**config.mk**
```make
export PLATFORM = sky130hd
export DESIGN_NAME = ebus_arbiter
export DESIGN_NICKNAME = d
export VERILOG_FILES = /design/src/rtl/ebus_arb_pkg.sv /design/src/rtl/ebus_rr_pick.sv /design/src/rtl/ebus_arbiter.sv
export SDC_FILE = /design/constraint.sdc
export NUM_CORES = 1
export LEC_CHECK = 0
export CAP_MARGIN = 0
export CORE_MARGIN = 5
export CORE_UTILIZATION = 25
export CTS_CLUSTER_SIZE = 16
export DETAILED_ROUTE_END_ITERATION = 10
export SYNTH_ARGS = -nofsm -noshare
export SYNTH_HDL_FRONTEND = slang
export SYNTH_HIERARCHICAL = 1
export SYNTH_SLANG_ARGS = --single-unit
```
**constraint.sdc**
```tcl
create_clock -name eboxClk -period 2.6 [get_ports eboxClk]
set_clock_uncertainty 0.1 [all_clocks]
set_input_delay 0.39 -clock eboxClk [delete_from_list [all_inputs] [get_ports eboxClk]]
set_output_delay 0.39 -clock eboxClk [all_outputs]
set_load 0.05 [all_outputs]
```
**src/rtl/ebus_arb_pkg.sv**
```systemverilog
// Shared state type, requester indices and default sizing for the EBUS arbiter.
package ebus_arb_pkg;

  typedef enum logic [1:0] {
    IDLE    = 2'd0,
    GRANT   = 2'd1,
    DEMAND  = 2'd2,
    RELEASE = 2'd3
  } tEbusArbState;

  localparam int EBUS_REQ_EDP = 0;
  localparam int EBUS_REQ_IR  = 1;
  localparam int EBUS_REQ_SCD = 2;
  localparam int EBUS_REQ_DTE = 3;

  localparam int EBUS_NREQ    = 4;
  localparam int EBUS_TIMEOUT = 15;

endpackage

```
**src/rtl/ebus_rr_pick.sv**
```systemverilog
// Combinational round-robin picker: first requester found searching upward
// from (last+1) mod NREQ with wrap-around.
module ebus_rr_pick
  import ebus_arb_pkg::*;
#(
  parameter int NREQ = EBUS_NREQ,
  parameter int IDXW = $clog2(NREQ)
) (
  input  logic [NREQ-1:0] i_req,
  input  logic [IDXW-1:0] i_last,
  output logic            o_valid,
  output logic [IDXW-1:0] o_winner,
  output logic [NREQ-1:0] o_oneHot
);

  logic [IDXW-1:0] w_cand;

  always_comb begin
    o_valid  = 1'b0;
    o_winner = '0;
    o_oneHot = '0;
    w_cand   = '0;
    for (int i = 1; i <= NREQ; i++) begin
      w_cand = IDXW'((int'(i_last) + i) % NREQ);
      if (!o_valid && i_req[w_cand]) begin
        o_valid  = 1'b1;
        o_winner = w_cand;
      end
    end
    if (o_valid) o_oneHot[o_winner] = 1'b1;
  end

endmodule

```
**src/rtl/ebus_arbiter.sv**
```systemverilog
// EBUS ownership arbiter: round-robin grant, demand/transfer handshake, dead-bus cycle.
// Define EBUS_ARB_TIMEOUT_EN to enable the DEMAND timeout counter and sticky error.
module ebus_arbiter
  import ebus_arb_pkg::*;
#(
  parameter int NREQ    = EBUS_NREQ,
  parameter int TIMEOUT = EBUS_TIMEOUT
) (
  input  logic                    eboxClk,
  input  logic                    eboxResetN,
  input  logic [NREQ-1:0]         req,
  output logic [NREQ-1:0]         grant,
  output logic                    ebusDemand,
  input  logic                    ebusXfer,
  output logic [NREQ-1:0]         done,
  output logic                    busy,
  output logic                    timeoutErr,
  output logic [$clog2(NREQ)-1:0] errIdx,
  input  logic                    errClr
);

  localparam int         IDXW     = $clog2(NREQ);
  localparam logic [7:0] CNT_LAST = 8'(TIMEOUT - 1);

  tEbusArbState    r_state;
  tEbusArbState    w_nextState;
  logic [IDXW-1:0] r_last;
  logic [NREQ-1:0] r_grant;
  logic [NREQ-1:0] r_done;
  logic            w_pickValid;
  logic [IDXW-1:0] w_pickIdx;
  logic [NREQ-1:0] w_pickOneHot;
  logic            w_ownerReq;
  logic            w_timeoutHit;

  // r_last doubles as the current owner while a bus cycle is in progress.
  assign w_ownerReq = req[r_last];

  ebus_rr_pick #(.NREQ(NREQ), .IDXW(IDXW)) u_pick (
    .i_req    (req),
    .i_last   (r_last),
    .o_valid  (w_pickValid),
    .o_winner (w_pickIdx),
    .o_oneHot (w_pickOneHot)
  );

  always_ff @(posedge eboxClk or negedge eboxResetN) begin
    if (!eboxResetN) r_state <= IDLE;
    else             r_state <= w_nextState;
  end

  // A completed transfer outranks both an owner abort and a timeout.
  always_comb begin
    w_nextState = r_state;
    case (r_state)
      IDLE:    if (w_pickValid) w_nextState = GRANT;
      GRANT:   w_nextState = w_ownerReq ? DEMAND : RELEASE;
      DEMAND: begin
        if (ebusXfer || !w_ownerReq || w_timeoutHit) w_nextState = RELEASE;
      end
      RELEASE: w_nextState = IDLE;
      default: w_nextState = IDLE;
    endcase
  end

  always_comb begin
    grant      = '0;
    ebusDemand = 1'b0;
    busy       = (r_state != IDLE);
    done       = r_done;
    if (r_state == GRANT || r_state == DEMAND) grant = r_grant;
    if (r_state == DEMAND) ebusDemand = 1'b1;
  end

  always_ff @(posedge eboxClk or negedge eboxResetN) begin
    if (!eboxResetN) begin
      r_last  <= IDXW'(NREQ - 1);
      r_grant <= '0;
      r_done  <= '0;
    end else begin
      r_done <= '0;
      if (r_state == IDLE && w_pickValid) begin
        r_last  <= w_pickIdx;
        r_grant <= w_pickOneHot;
      end
      if (r_state == DEMAND && ebusXfer) r_done <= r_grant;
    end
  end

`ifdef EBUS_ARB_TIMEOUT_EN
  logic [7:0]      r_cnt;
  logic            r_timeoutErr;
  logic [IDXW-1:0] r_errIdx;

  assign w_timeoutHit = (r_state == DEMAND) && !ebusXfer && w_ownerReq && (r_cnt >= CNT_LAST);
  assign timeoutErr   = r_timeoutErr;
  assign errIdx       = r_errIdx;

  // Setting a new timeout takes priority over a coincident errClr.
  always_ff @(posedge eboxClk or negedge eboxResetN) begin
    if (!eboxResetN) begin
      r_cnt        <= 8'd0;
      r_timeoutErr <= 1'b0;
      r_errIdx     <= '0;
    end else begin
      if (r_state == GRANT) r_cnt <= 8'd0;
      else if (r_state == DEMAND && !ebusXfer && r_cnt != 8'hFF) r_cnt <= r_cnt + 8'd1;
      if (w_timeoutHit) begin
        r_timeoutErr <= 1'b1;
        r_errIdx     <= r_last;
      end else if (errClr) begin
        r_timeoutErr <= 1'b0;
      end
    end
  end
`else
  logic w_unusedCfg;

  assign w_unusedCfg  = errClr | (CNT_LAST == 8'd0);
  assign w_timeoutHit = 1'b0;
  assign timeoutErr   = 1'b0;
  assign errIdx       = '0;
`endif

endmodule

```
==> out/qor.yml <==
power_and_ir_drop:
  swShare_pct: 44.3
  power_frac_clock_pct: 12.3
  total_power_uw: 1160
  p_seq_share_pct: 30.1
  intPower_uw: 646
  comb_power_share_pct: 57.7
  p_sw_uw: 514
  p_leak_uw: 0.000549
  powerDensity_mw_per_mm2: 1110
  ir_drop_v: 0.000241
clock_network:
  h-tree-depth: 1
  ctsHoldBuffers: 0
  cts-root-buf: "clkbuf_4"
  insertion_delay_ns: 0.26
  clkTransAtPathRegs_ns: 0.07
  clock_sinks: 12
  cts_buffers: 3
  cts_max_path_buffers: 2
  cts_tree: "yes"
die:
  num_rows: 20
  die_w_um: 67.3
  ios: 21
  die-area_mm2: 0.00453
  core-area_mm2: 0.00310
  die_h_um: 67.3
  initial_core_util_pct: 26.5
grt:
  grtUsageMet1_pct: 7.21
  grt_pass1_wl_mm: 2.67
  grt_use_met3_pct: 2.50
  antenna_found_initial: 0
  grt_pass1_vias: 628
  track_usage_pct: 7.68
  grt_max_degree: 16
  grt-busiest-layer: "met2"
  use_met2_pct: 14.7
  globalRouteOverflowTotal: 0
setup_path:
  r2r_cells: 3
  crit_required_ns: 2.11
  cp_max_fo: 6
  end_kind: "output port"
  crit_type: "reg2out"
  critPathArrivalTime_ns: 1.89
  r2r_slack_ns: 0.59
  start_kind: "flop"
sta:
  report.final.slew_viol_count: 0
  rsz0062_at_grt: "false"
  post-route-period-util_pct: 91.5
  fin_crit_ns: 2.38
  hold_slack_ns: 0.368
  final-hold-violation-count: 0
  relSlewSlack_pct: 64.9
  tightest_slew_ns: 0.525
  setup_violations: 0
  setup_tns_ns: 0
  fmax_mhz: 420
placement:
  place_inst: 140
  placed_area_mm2: 0.00100
  hpwl_mm: 1.28
  port_buffers: 16
  routabilityCongestion: 0.751
yosys:
  syn_area_um2: 821
  synth.top_cell.area_share_pct: 30.5
  synth.ff_latch_count: 12
  yosysUniqueCellTypes: 31
  async_reset_ff_share_pct: 100
  synthCells: 82
  yosys.area.top_type: "dfrtp_1"
  syn_area_per_cell_um2: 10.0
  synth_edf_count: 0
  ys_top_cells_by_area: "dfrtp_1 (30%), mux2_2 (9.6%), dfstp_2 (6.4%)"
  ys_seq_area_share_pct: 36.9
  ys_warn_count: 6
  synth_flop_cell: "dfrtp_1"
run_status:
  outcome: "complete, no violations"
final_layout:
  synthToLayoutAreaGrowth_pct: 27.9
  layout-drive-gt1-share_pct: 18.0
  ff_latch_area_um2: 303
  num-fill-cells: 341
  n_antenna_cell: 0
  finalNonFillerCells: 144
  multiInputGateArea_um2: 437
  final_nets: 113
  stdcell_area_mm2: 0.00105
drt:
  drt-initial-drc-count: 9
  wl_per_cell_um: 11.1
  avgViaCountPerCell: 4.36
  ant_nets: 0
  drt-total-wl_mm: 1.59
  vias: 628
  drt-pass1-iter-count: 4
  drcViolationCount: 0
hold_path:
  min_path_type: "in2async"
run:
  drv_cap: 0
-- final timing paths --
kind                       startpoint         end
hold / removal             eboxResetN     done[2]
max in group asynchronous  eboxResetN   r_last[0]
min in group eboxClk       r_grant[0]  r_grant[0]
setup / recovery           r_state[0]  ebusDemand
hold reg to reg            r_grant[0]  r_grant[0]
setup reg to reg            r_last[0]  r_state[1]
-- metal layers --
| layer | vias up | wire (um) |
|---|---|---|
| met2 | 15 | 778 |
| met4 | 0 | 0 |
| li1 | 317 | - |
| met1 | 296 | 695 |
| met5 | - | 0 |
| met3 | 0 | 119 |
-- worst max-delay path, cell delays in order, from the launching register on --
cell             delay [ns]
dfrtp_1                0.39
inv_1                  0.13
ha_1                   0.26
clkdlybuf4s50_1        0.84
-- Yosys cell counts (2+ instances only) --
cell type and number:
and2_1 4, nor2_1 4, o211a_1 2, and3_1 4, dfrtp_1 10, nand2_1 4, inv_1 7, and2b_1 2
buf_4 5, o21bai_1 2, o21ai_1 2, mux2_2 7, a21oi_1 4, dfstp_2 2, a211oi_1 2, ha_1 4
nor2b_1 3
-- logic make-up (layout without fill, tap and decap cells) --
group / after synthesis / count (layout) / share of synthesized area [%]
AND/OR/NAND/NOR: 22 / 22 / 14.8
buffers and inverters: 14 / 30 / 10.8
flip-flops: 12 / 12 / 36.9
AO/OA/AOI/OAI: 21 / 21 / 18.6
multiplexers: 8 / 8 / 12.3
other: 1 / 3 / 0.457
adder cells (fa/ha/maj): 4 / 4 / 6.10
-- final cells by class --
| cell class | instances | share of cell area [%] |
|---|---|---|
| Inverter | 7 | 2.50 |
| Multi-Input combinational cell | 58 | 41.6 |
| Sequential cell | 12 | 28.8 |
| Tap cell | 44 | 5.24 |
| Timing Repair Buffer | 19 | 18.4 |
| Clock buffer | 4 | 3.46 |
-- per-stage QoR --
| stage | util, % | setup slack (ns) |
|---|---|---|
| finish | 33.8 | 0.220 |
| global route | 33.8 | 0.124 |
| CTS | 33.5 | 0.0539 |
| detailed placement | 32.3 | 0.346 |
| global placement | 32.3 | 0.359 |
| floorplan | - | 0.800 |
-- state kept, by name (all words and copies together), names as in the netlist --
signal,flops
r_state,2
r_last,2
done,4
r_grant,4
-- repair_timing --
action / 4_1_cts / 5_1_grt
setup endpoints to repair: 0 / 4
gates resized for setup: 0 / 4
buffers inserted: 0 / 0
-- power groups by stage --
stage / clock, uW / sequential, uW / combinational (uW)
global route: 161 / 366 / 732
finish: 143 / 349 / 669
detailed placement: 0 / 352 / 679
CTS: 150 / 349 / 680
global placement: 0 / 347 / 664
floorplan: 0 / 326 / 540
-- cells in the final DEF (no fill, tap or decap), types with 7 or more instances in the layout --
master,synthesis,layout
clkdlybuf4s50_1,0,12
dfrtp_1,10,10
inv_1,7,7
mux2_2,7,7
(Power assumes the default switching activity.)
